`config.mk`:
```
export PLATFORM = sky130hd
export DESIGN_NAME = cbus_arbiter
export DESIGN_NICKNAME = d
export VERILOG_FILES = /design/src/rtl/cbus_arbiter.sv
export SDC_FILE = /design/constraint.sdc
export NUM_CORES = 1
export LEC_CHECK = 0
export BUFFER_PORTS_ARGS = -buffer_cell sky130_fd_sc_hd__clkbuf_2
export CAP_MARGIN = 10
export CORE_AREA = 2 2 253 255
export CTS_BUF_LIST = sky130_fd_sc_hd__clkbuf_4
export DETAILED_ROUTE_END_ITERATION = 6
export DIE_AREA = 0 0 255 257
export GPL_TIMING_DRIVEN = 0
export PLACE_DENSITY_LB_ADDON = 0.2
export SLEW_MARGIN = 30
export SYNTH_ARGS = -nofsm -noshare
export SYNTH_HDL_FRONTEND = slang
export SYNTH_SLANG_ARGS = --single-unit
```
`constraint.sdc`:
```
create_clock -name clk -period 2.6 [get_ports clk]
set_input_delay 0.26 -clock clk [delete_from_list [all_inputs] [get_ports clk]]
set_output_delay 0.26 -clock clk [all_outputs]
set_load 0.005 [all_outputs]
```
`src/rtl/cbus_arbiter.sv`:
```
// Round-robin arbiter sharing one CBus request/response port between NUM_REQ cache masters.
// Define CBUS_ARB_FIXED_PRIO_EN to select fixed priority (lowest valid index wins) instead.
module cbus_arbiter #(
  parameter int unsigned NUM_REQ = 2
) (
  input  logic                      clk,
  input  logic                      resetn,
  input  logic [NUM_REQ-1:0][150:0] ireqs,
  output logic [NUM_REQ-1:0][65:0]  iresps,
  output logic [150:0]              oreq,
  input  logic [65:0]               oresp
);

  localparam int unsigned IDX_W = (NUM_REQ > 1) ? $clog2(NUM_REQ) : 1;
  localparam int unsigned PosW  = IDX_W + 1;

  // Field positions inside the packed cbus_req_t / cbus_resp_t vectors.
  localparam int unsigned ReqValidBit  = 150;
  localparam int unsigned RespReadyBit = 65;
  localparam int unsigned RespLastBit  = 64;

  typedef enum logic [0:0] {StIdle, StBusy} state_e;

  state_e             state_q, state_d;
  logic [IDX_W-1:0]   index_q, index_d;
  logic [NUM_REQ-1:0] req_valid;
  logic               cand_found;
  logic [IDX_W-1:0]   cand_idx;
  logic               last_beat;

  always_comb begin
    req_valid = '0;
    for (int i = 0; i < NUM_REQ; i++) begin
      req_valid[i] = ireqs[i][ReqValidBit];
    end
  end

  assign last_beat = oresp[RespReadyBit] & oresp[RespLastBit];

`ifdef CBUS_ARB_FIXED_PRIO_EN
  // Scan downwards so the lowest valid index is the final writer.
  always_comb begin
    cand_found = 1'b0;
    cand_idx   = '0;
    for (int i = NUM_REQ - 1; i >= 0; i--) begin
      if (req_valid[i]) begin
        cand_found = 1'b1;
        cand_idx   = IDX_W'(i);
      end
    end
  end
`else
  logic [IDX_W-1:0] last_grant_q, last_grant_d;
  logic [PosW-1:0]  rr_pos;

  // Offsets scanned from farthest to nearest so the nearest after last_grant wins.
  always_comb begin
    cand_found = 1'b0;
    cand_idx   = '0;
    rr_pos     = '0;
    for (int k = NUM_REQ; k >= 1; k--) begin
      rr_pos = {1'b0, last_grant_q} + PosW'(k);
      if (rr_pos >= PosW'(NUM_REQ)) begin
        rr_pos = rr_pos - PosW'(NUM_REQ);
      end
      if (req_valid[rr_pos[IDX_W-1:0]]) begin
        cand_found = 1'b1;
        cand_idx   = rr_pos[IDX_W-1:0];
      end
    end
  end

  always_comb begin
    last_grant_d = last_grant_q;
    if (state_q == StBusy && last_beat) begin
      last_grant_d = index_q;
    end
  end

  always_ff @(posedge clk or negedge resetn) begin
    if (!resetn) begin
      last_grant_q <= IDX_W'(NUM_REQ - 1);
    end else begin
      last_grant_q <= last_grant_d;
    end
  end
`endif

  always_comb begin
    state_d = state_q;
    index_d = index_q;
    unique case (state_q)
      StIdle: begin
        if (cand_found) begin
          index_d = cand_idx;
          state_d = StBusy;
        end
      end
      StBusy: begin
        // Only ready&&last ends the grant, even if the owner drops valid early.
        if (last_beat) begin
          state_d = StIdle;
        end
      end
      default: state_d = StIdle;
    endcase
  end

  always_ff @(posedge clk or negedge resetn) begin
    if (!resetn) begin
      state_q <= StIdle;
      index_q <= '0;
    end else begin
      state_q <= state_d;
      index_q <= index_d;
    end
  end

  always_comb begin
    oreq   = '0;
    iresps = '0;
    if (state_q == StBusy) begin
      oreq           = ireqs[index_q];
      iresps[index_q] = oresp;
    end
  end

endmodule

```
Word-level counts from Yosys, hierarchy flattened
Cells that the tools add are included.
W data, S select, Z words.
{"block": "classes", "add_sub_neg": 4, "n_mul": 0, "n_div": 0, "magnitude_cmp": 6, "n_eq_ne": 0, "shifts": 0, "mux": 19, "bitwise_logic": 3, "n_reduce_logical": 3}
{"cell": "$mux W151", "count": 3}
{"cell": "$and A132 B132 Y132", "count": 1}
{"cell": "$mux W132", "count": 1}
{"cell": "$demux W66 S1", "count": 1}
{"cell": "$mux W66", "count": 1}
{"cell": "$mux W1", "count": 12}
{"cell": "$lt A1 B2 Y1 const B", "count": 3}
{"cell": "$ge A2 B2 Y1 const B", "count": 2}
{"cell": "$add A1 B1 Y2 const B", "count": 1}
{"cell": "$add A1 B2 Y2 const B", "count": 1}
{"cell": "$logic_and A1 B1 Y1", "count": 2}
{"cell": "$pmux W1 S2", "count": 1}
{"cell": "$reduce_and A2 Y1", "count": 1}
{"cell": "$sub A1 B1 Y1 const B", "count": 2}
{"cell": "$and A1 B1 Y1", "count": 1}
{"cell": "$ge A1 B1 Y1 const B", "count": 1}
{"cell": "$not A1 Y1", "count": 1}
{"block": "word_totals", "register_bits": 3, "latch_bits": 0, "ram_bits": 0, "rom_bits": 0, "out_inout_bits": 283, "memories": 0}

Logic depth before layout (Yosys ltp)
Gate-level depths: netlist (run 1).
{"block": "logic_depth", "ltp_word": 9, "ltp_mapped": 5, "ltp_nobuf": 2}

Least setup slack after synthesis (run 1)
No wires, ideal clock.
{"block": "synth_timing", "path_type": "reg-to-output", "from": "register state_q", "to": "output port iresps[26] in the netlist's numbering", "arrival_ns": 1.004, "t_required_ns": 2.340, "path_slack_ns": 1.336, "path_stages_with_launch": 6, "n_path_buf": 3, "path_cell_list": "dfrtp_1 > buf_4 > nor2b_4 > buf_6 > buf_6 > and2_1"}
{"element": "start, declared", "line_no": "24", "source": "state_e state_q, state_d;"}
{"element": "start signal, assigned", "line_no": "111", "source": "state_q <= StIdle;"}
{"element": "start signal, assigned", "line_no": "114", "source": "state_q <= state_d;"}
{"element": "end, declared", "line_no": "9", "source": "output logic [NUM_REQ-1:0][65:0] iresps,"}

Worst setup path in the final report (run 1)
{"block": "layout_timing", "from": "register state_q", "to": "output port oreq[24]"}
{"block": "layout_via", "elab_chain_len": 1}
{"element": "$mux W151", "line_no": "122", "source": "if (state_q == StBusy) begin"}
{"element": "end, declared", "line_no": "10", "source": "output logic [150:0] oreq,"}
Every way passes these cells.

==> metrics.md, run 1 <==
| Metric | Value |
|---|---|
| Clock root buffer master | `clkbuf_4` |
| Die area | `0.0655 mm2` |
| Post-Synthesis Cell Area | `0.00357 mm2` |
| Mapped Nets | `871` |
| Slew @ Worst Pin | `0.679 ns` |
| Place WS | `0.482 ns` |
| Flop pwr share | `0.019` |
| CP Max Fanout | `10` |
| Post-CTS Setup Repair Bufs | `0` |
| Synth warn | `0` |
| DRT iter0 DRCs | `277` |
| Pwr/cell area | `446 mW/mm2` |
| Flops & latches, synth | `3` |
| Asr flop ratio synth | `1.00` |
| Status | `finished clean` |
| DIE WIDTH | `255 um` |
| Average size of a mapped cell | `7.13 um2` |
| Final Util | `0.127` |
| Startpoint Class | `flop` |
| Top cell type's share of synthesized area | `0.423` |
| Largest net degree at the start of global routing | `11` |
| IO Pins | `653` |
| First-pass GRT wire length | `39.1 mm` |
| R2r worst-path depth | `4` |
| Fmax | `0.453 GHz` |
| WS Path Type | `reg -> out` |
| Pleak | `4.85 nW` |
| Synth cell types | `21` |
| Post-synthesis to final-layout area growth | `122%` |
| Vias per cell | `3.04` |
| Top cells by area, synth | `mux2i_1 (42%), nor2_1 (16%), and2_1 (12%)` |
| Register area share after synthesis | `0.0214` |
| Hpwl dp | `26.5 mm` |
| DRT antenna net count | `0` |
| Hold Violations, Final | `0` |
| Setup ws final | `0.391 ns` |
| Critical path arrival | `1.95 ns` |
| # port buffers | `652` |
| Max rail drop VDD | `0.000158 V` |
| MaxCap Viol Count | `0` |
| Vias | `6108` |
| Total internal power | `1.82 mW` |
| Number of CTS-inserted buffers | `3` |
| Rel. slew slack | `0.547` |
| CTS HTree Levels | `1` |
| Flop2flop setup slack | `1.18 ns` |
| CTS tree | `built` |
| Routed WL | `29.3 mm` |
| Initial Utilization | `0.0569` |
| EDFF count, synth | `0` |
| Power Total | `3.55 mW` |
| Total grt overflow | `0` |
| RSZ-0062 raised after global routing | `false` |
| Clock latency on the worst-skew pair | `0.23 ns` |
| Tmin final | `2.21 ns` |
| Hold Crit Class | `in -> reg` |
| NetSw | `1.73 mW` |
| Number of max-slew violations in the final report | `0` |
| Syn Inst Count | `501` |
| DR pass1 iterations | `4` |
| Crit path capture | `oreq[24]` |
| Crit Reg-Reg Endpoint | `index_q` |
| Final nets | `1529` |
| Top cells by count, synth | `mux2i_1 (151), nor2_1 (151), and2_1 (66), and3_1 (66), clkbuf_1 (13)` |
| Largest stage delay, worst path | `0.55 ns` |
| Post-route clock period utilization | `0.850` |
| # DRC | `0` |
| Clk pwr share | `0.026` |
| Sw frac | `0.487` |
| Post-synth top area cell | `mux2i_1` |
| Total track usage | `0.0812` |
| Initial antenna violation count | `3` |
| Wire per inst | `14.6 um` |
| Total core area | `0.0627 mm2` |
| Worst R2R Start | `state_q` |
| Vias in the first global route | `5945` |
| Row Count | `92` |
| Die height | `257 um` |
| Clk buf depth | `2` |
| Worst Path Required | `2.34 ns` |
| Fin Hold WS | `0.335 ns` |
| Max stage delay cell, worst path | `clkbuf_1` |
| Setup Viol. Count Final | `0` |
| Layout Skew | `0.00197 ns` |
| Combinational power share | `0.955` |
| Fin Setup TNS | `0 ns` |
| Crit path capture type | `output port` |
| Synth Flop Type | `dfrtp_1` |
| Share of cells above drive strength 1 | `0.607` |
| Clock Sinks | `3` |
| Crit path from | `state_q` |
| Clock transition at path regs | `0.04 ns` |
| CP cell instances | `buf_4 -> inv_2 -> clkbuf_1 -> nor2_1 -> clkbuf_2` |
| GP Congestion | `0.894` |
==> power by group through the flow <==
stage          sequential [mW]  clock (mW)  combinational [mW]
6_report                0.0691      0.0915                3.39
5_1_grt                 0.0699      0.0987                3.69
4_1_cts                 0.0690      0.0973                3.45
3_5_place_dp            0.0696           0                3.44
3_3_place_gp            0.0695           0                3.44
2_1_floorplan           0.0690           0                1.89
==> cell families after synthesis <==
kind of cell,count (synthesis),share of synthesized area
flip-flops,3,0.0214
multiplexers,152,0.426
AO/OA/AOI/OAI,2,0.00525
AND/OR/NAND/NOR,287,0.398
buffers and inverters,57,0.149
==> per-stage QoR <==
step,instance area [um2],instances
floorplan,3570,501
global placement,7890,1999
detailed placement,7890,1999
CTS,7930,2004
global route,7940,2005
finish,7950,2009
==> per-layer routing <==
layer  track usage  vias up  routed length [um]
li1              -     3009                   -
met4        0.0117        0                 275
met5             0        -                   0
met3        0.0166       12                2250
met1        0.0965     2752               11800
met2         0.151      335               15000
==> worst min-delay path by stage <==
stage / start / endpoint / cells past startpoint
2_1_floorplan: resetn / index_q / 0
3_3_place_gp: resetn / state_q / 1
3_5_place_dp: resetn / state_q / 1
4_1_cts: ireqs[150] / state_q / 2
5_1_grt: ireqs[150] / state_q / 2
6_report: ireqs[150] / state_q / 2
==> layout by cell type, fill, tap and decap left out, types with 2 or more instances in the layout <==
master	n
nor2_1	151
and3_1	66
dfrtp_1	2
and2_1	66
buf_4	2
buf_8	6
buf_6	8
clkbuf_1	13
mux2i_1	151
buf_12	10
clkbuf_4	4
diode_2	5
buf_2	11
clkbuf_2	658
==> what timing repair did <==
item / 4_1_cts / 5_1_grt
resized for setup: 0 / 0
endpoints found under the setup margin: 0 / 0
endpoints found under the hold margin: 2 / 0
hold buffers: 1 / 0
==> flip-flops by register name (all words and copies together), names as in the netlist <==
signal        count
state_q           1
index_q           1
last_grant_q      1
==> worst max-delay path, delay by kind of cell, from the launching register on <==
kind	cells	cell delay, ns
buffers and inverters	4	1.10
flip-flops	1	0.35
AND/OR/NAND/NOR	1	0.25
==> area by class of cell <==
cell class                 count  area, um2
fill                        7401      54800
timing repair buffer         653       3270
multi-input combinational    441       2960
tap                          846       1060
buffer                        56        529
sequential                     3       76.3
clock buffer                   4       30.0
antenna                        5       12.5
inverter                       1       3.75
No activity file was read; power rests on OpenSTA's default activity.
==> run 2, diff against run 1 <==
CORE_AREA = 2 2 254 256   (was 2 2 253 255)
DIE_AREA = 0 0 256 258   (was 0 0 255 257)
clock period = 2.1 ns   (was 2.6 ns; I/O delays follow)
==> metrics.md, run 2 (synthesized netlist as in run 1, its figures left out) <==
| Metric | Value |
|---|---|
| CP cell instances | `buf_4 -> inv_2 -> clkbuf_1 -> nor2_1 -> clkbuf_2` |
| DIE WIDTH | `256 um` |
| DR pass1 iterations | `4` |
| Pwr/cell area | `548 mW/mm2` |
| DRT antenna net count | `0` |
| Fill cells | `7471` |
| Clock Sinks | `3` |
| Critical path arrival | `1.76 ns` |
| Final nets | `1529` |
| Post-DP Area | `0.00791 mm2` |
| FF/Latch Area | `76.3 um2` |
| CP Max Fanout | `10` |
| First-pass GRT wire length | `39.0 mm` |
| Initial Utilization | `0.0561` |
| # DRC | `0` |
| Clock latency on the worst-skew pair | `0.24 ns` |
| Routed WL | `28.3 mm` |
| Pleak | `4.86 nW` |
| Post-route cell area | `0.00797 mm2` |
| Die area | `0.0660 mm2` |
| Wire per inst | `14.0 um` |
| Crit path from | `state_q` |
| GP Congestion | `0.902` |
| Setup Viol. Count Final | `0` |
| Flop2flop setup slack | `0.88 ns` |
| Total track usage | `0.0789` |
| CTS HTree Levels | `1` |
| Max stage delay cell, worst path | `clkbuf_1` |
| Status | `finished clean` |
| Max rail drop VDD | `0.000215 V` |
| DRT iter0 DRCs | `194` |
| Setup ws final | `0.132 ns` |
| Vias per cell | `3.03` |
| Area of the multi-input gates | `0.00296 mm2` |
| Clock root buffer master | `clkbuf_4` |
| Initial antenna violation count | `2` |
| Worst R2R Start | `state_q` |
| Post-synthesis to final-layout area growth | `123%` |
| Hold Violations, Final | `0` |
| Most common cell after layout, fill and taps aside | `clkbuf_2` |
| Startpoint Class | `flop` |
| Slew @ Worst Pin | `0.528 ns` |
| Hold Crit Class | `in -> reg` |
| Clk buf depth | `2` |
| Worst Path Required | `1.89 ns` |
| # port buffers | `652` |
| Number of CTS-inserted buffers | `3` |
| WS Path Type | `reg -> out` |
| Die height | `258 um` |
| Cells on Worst Hold Path | `2` |
| Place WS | `0.00696 ns` |
| Vias in the first global route | `6187` |
| Post-route clock period utilization | `0.937` |
| Post-CTS Setup Repair Bufs | `0` |
| IO Pins | `653` |
| Clock transition at path regs | `0.04 ns` |
| Crit path capture | `oreq[29]` |
| MaxCap Viol Count | `0` |
| Total core area | `0.0636 mm2` |
| Largest stage delay, worst path | `0.45 ns` |
| Hpwl dp | `25.7 mm` |
| Share of cells above drive strength 1 | `0.609` |
| Crit path capture type | `output port` |
| Rel. slew slack | `0.648` |
| Largest net degree at the start of global routing | `11` |
| Fmax | `0.508 GHz` |
| Tmin final | `1.97 ns` |
| CTS tree | `built` |
| Row Count | `93` |
| Number of max-slew violations in the final report | `0` |
| R2r worst-path depth | `4` |
| Most frequent cells in the layout | `clkbuf_2 (660), mux2i_1 (151), nor2_1 (151)` |
| Layout Skew | `0.00388 ns` |
| Top flop regs | `index_q (1), last_grant_q (1), state_q (1)` |
| Crit Reg-Reg Endpoint | `index_q` |
| Vias | `6096` |
| Total grt overflow | `0` |
==> run 2: changes by cell type in the layout (fill, tap and decap cells not counted) <==
cell,before,now
buf_4,2,7
diode_2,5,2
buf_2,11,5
clkbuf_2,658,660
buf_6,8,9
clkbuf_1,13,11
==> run 2: routing by layer <==
metal	GRT usage	vias up	wire, um
li1	-	3008	-
met1	0.0899	2715	11200
met2	0.146	349	14500
met3	0.0204	22	2030
met4	0.0195	2	580
met5	0	-	13
==> run 2: area by class of cell <==
class,count,area share
inverter,1,0.000471
multi-input combinational,441,0.372
tap,855,0.134
antenna,2,0.000628
sequential,3,0.00957
timing repair buffer,653,0.411
clock buffer,4,0.00377
buffer,56,0.0691
==> run 2: worst min path at each step <==
stage,from,endpoint,slack [ns]
2_1_floorplan,resetn,index_q,-0.09
3_3_place_gp,resetn,state_q,0.01
3_5_place_dp,resetn,state_q,0.02
4_1_cts,ireqs[301],state_q,0.25
5_1_grt,ireqs[301],state_q,0.27
6_report,ireqs[150],state_q,0.27
==> run 2: per-stage QoR <==
| stage | hold slack (ns) | cells | setup TNS [ns] | utilization | power [mW] |
|---|---|---|---|---|---|
| floorplan | -0.0856 | 501 | 0 | - | 2.42 |
| global placement | 0.0135 | 2008 | 0 | 0.124 | 4.34 |
| detailed placement | 0.0183 | 2008 | 0 | 0.124 | 4.33 |
| CTS | 0.254 | 2013 | 0 | 0.125 | 4.48 |
| global route | 0.274 | 2014 | -0.0119 | 0.125 | 4.76 |
| finish | 0.267 | 2015 | 0 | 0.125 | 4.37 |
==> run 2: report_power, final <==
part / switching [mW] / internal (mW)
clock network: 0.0355 / 0.0844
registers: 0.00635 / 0.0795
logic: 2.06 / 2.10
total: 2.11 / 2.26
==> run 2: timing repair <==
action,CTS,global route
cloned,0,0
endpoints found under the hold margin,3,0
hold buffers,1,0
resized for setup,7,3
endpoints found under the setup margin,90,12
==> run 2: worst max-delay path, delay by kind of cell (launching register included) <==
family	cells	cell delay [ns]
buffers and inverters	4	0.98
flip-flops	1	0.35
AND/OR/NAND/NOR	1	0.19
==> run 3, diff against run 2 <==
CELL_PAD_IN_SITES_DETAIL_PLACEMENT = 0   (was not set)
CELL_PAD_IN_SITES_GLOBAL_PLACEMENT = 1   (was not set)
CORE_AREA = 2 2 251 253   (was 2 2 254 256)
CTS_BUF_LIST = sky130_fd_sc_hd__clkbuf_2 sky130_fd_sc_hd__clkbuf_4 sky130_fd_sc_hd__clkbuf_8   (was sky130_fd_sc_hd__clkbuf_4)
DIE_AREA = 0 0 253 255   (was 0 0 256 258)
==> metrics.md, run 3 (synthesized netlist as in run 1, its figures left out) <==
| Metric | Value |
|---|---|
| Status | `finished clean` |
| Crit path capture type | `output port` |
| Total track usage | `0.0833` |
| Slew @ Worst Pin | `0.535 ns` |
| Clk pwr share | `0.041` |
| Initial Utilization | `0.0575` |
| # port buffers | `652` |
| DR pass1 iterations | `4` |
| Clock root buffer master | `clkbuf_8` |
| Post-synthesis to final-layout area growth | `121%` |
| Fmax | `0.517 GHz` |
| Top flop regs | `index_q (1), last_grant_q (1), state_q (1)` |
| Clock Sinks | `3` |
| Total core area | `0.0622 mm2` |
| Rel. slew slack | `0.643` |
| First-pass GRT wire length | `39.1 mm` |
| Cells on Worst Hold Path | `2` |
| WS Path Type | `reg -> out` |
| Critical path arrival | `1.72 ns` |
| NetSw | `2.11 mW` |
| Setup Viol. Count Final | `0` |
| Vias | `6029` |
| Most common cell after layout, fill and taps aside | `clkbuf_2` |
| Most frequent cells in the layout | `clkbuf_2 (659), mux2i_1 (151), nor2_1 (151)` |
| DIE WIDTH | `253 um` |
| Sw frac | `0.477` |
| RSZ-0062 raised after global routing | `false` |
| CP Max Fanout | `10` |
| Pleak | `4.86 nW` |
| Max rail drop VDD | `0.000198 V` |
| Post-CTS Setup Repair Bufs | `0` |
| Setup ws final | `0.165 ns` |
| Layout Skew | `0.000315 ns` |
| Vias in the first global route | `5695` |
| Share of cells above drive strength 1 | `0.608` |
| R2r worst-path depth | `4` |
| DRT iter0 DRCs | `178` |
| Startpoint Class | `flop` |
| Vias per cell | `3.08` |
| Die area | `0.0645 mm2` |
| Wire per inst | `15.4 um` |
| Hold Violations, Final | `0` |
| Flop pwr share | `0.019` |
| Final nets | `1529` |
| Clock latency on the worst-skew pair | `0.21 ns` |
| Initial antenna violation count | `1` |
| Die height | `255 um` |
| Fin Hold WS | `0.296 ns` |
| Hpwl dp | `27.1 mm` |
| Diode count | `0` |
| Pwr/cell area | `561 mW/mm2` |
| Number of CTS-inserted buffers | `3` |
| Final Util | `0.127` |
| Clk buf depth | `2` |
| Largest net degree at the start of global routing | `11` |
| Clock transition at path regs | `0.03 ns` |
| Row Count | `92` |
| MaxCap Viol Count | `0` |
| Flop2flop setup slack | `0.90 ns` |
| CTS tree | `built` |
| GP Congestion | `0.775` |
| Total internal power | `2.32 mW` |
| # DRC | `0` |
| Number of max-slew violations in the final report | `0` |
| Hold Crit Class | `in -> reg` |
| Place WS | `-0.154 ns` |
| Routed WL | `30.0 mm` |
| Post-route clock period utilization | `0.921` |
| Combinational power share | `0.940` |
| Worst Path Required | `1.89 ns` |
| Total grt overflow | `0` |
| Fin Setup TNS | `0 ns` |
| CTS HTree Levels | `1` |
| DRT antenna net count | `0` |
| IO Pins | `653` |
| Tmin final | `1.93 ns` |
## run 3: cell count changes in the layout (fill, tap and decap cells not counted), sizes merged
cell,delta
diode,-2
buf,-1
clkbuf,+1
## run 3: layout make-up
class / instances / area, um2
Fill cell: 7374 / 54300
Sequential cell: 3 / 76.3
Tap cell: 799 / 1000
Clock buffer: 4 / 48.8
Timing Repair Buffer: 653 / 3270
Buffer: 56 / 544
Multi-Input combinational cell: 441 / 2960
Inverter: 1 / 3.75
## run 3: metrics by stage
stage / power [mW] / cell area [um2] / instances
after floorplan: 2.42 / 3570 / 501
after global placement: 4.41 / 7840 / 1952
after detailed placement: 4.36 / 7840 / 1952
after CTS: 4.57 / 7910 / 1957
after global routing: 4.85 / 7910 / 1957
final: 4.43 / 7910 / 1957
## run 3: power groups by stage
stage	registers [mW]	logic [mW]	clock network, mW
6_report	0.0860	4.17	0.180
5_1_grt	0.0877	4.57	0.194
4_1_cts	0.0865	4.30	0.187
3_5_place_dp	0.0865	4.27	0
3_3_place_gp	0.0862	4.33	0
2_1_floorplan	0.0854	2.33	0
## run 3: final timing paths
path                           endpoint    startpoint
max                           oreq[114]       state_q
min                             state_q    ireqs[150]
max reg2reg                last_grant_q       index_q
min reg2reg                     index_q  last_grant_q
max in group asynchronous  last_grant_q        resetn
min in group asynchronous       state_q        resetn
## run 3: layer usage
layer,vias to the layer above,track usage,share of wire
met1,2705,0.0956,0.38
met3,6,0.0189,0.065
met5,-,0,0.00043
met2,311,0.160,0.55
li1,3005,-,-
met4,2,0.00913,0.0039
## run 3: critical path, cell delays in order, from the launching register on
cell	delay, ns
dfrtp_1	0.35
buf_4	0.18
inv_2	0.18
buf_6	0.23
buf_2	0.27
nor2_1	0.14
clkbuf_2	0.13
## run 3: what timing repair did
item                                    CTS  global route
hold endpoints to repair                  3             0
hold buffers                              1             0
gates resized for setup                   5             1
endpoints found under the setup margin   80             1
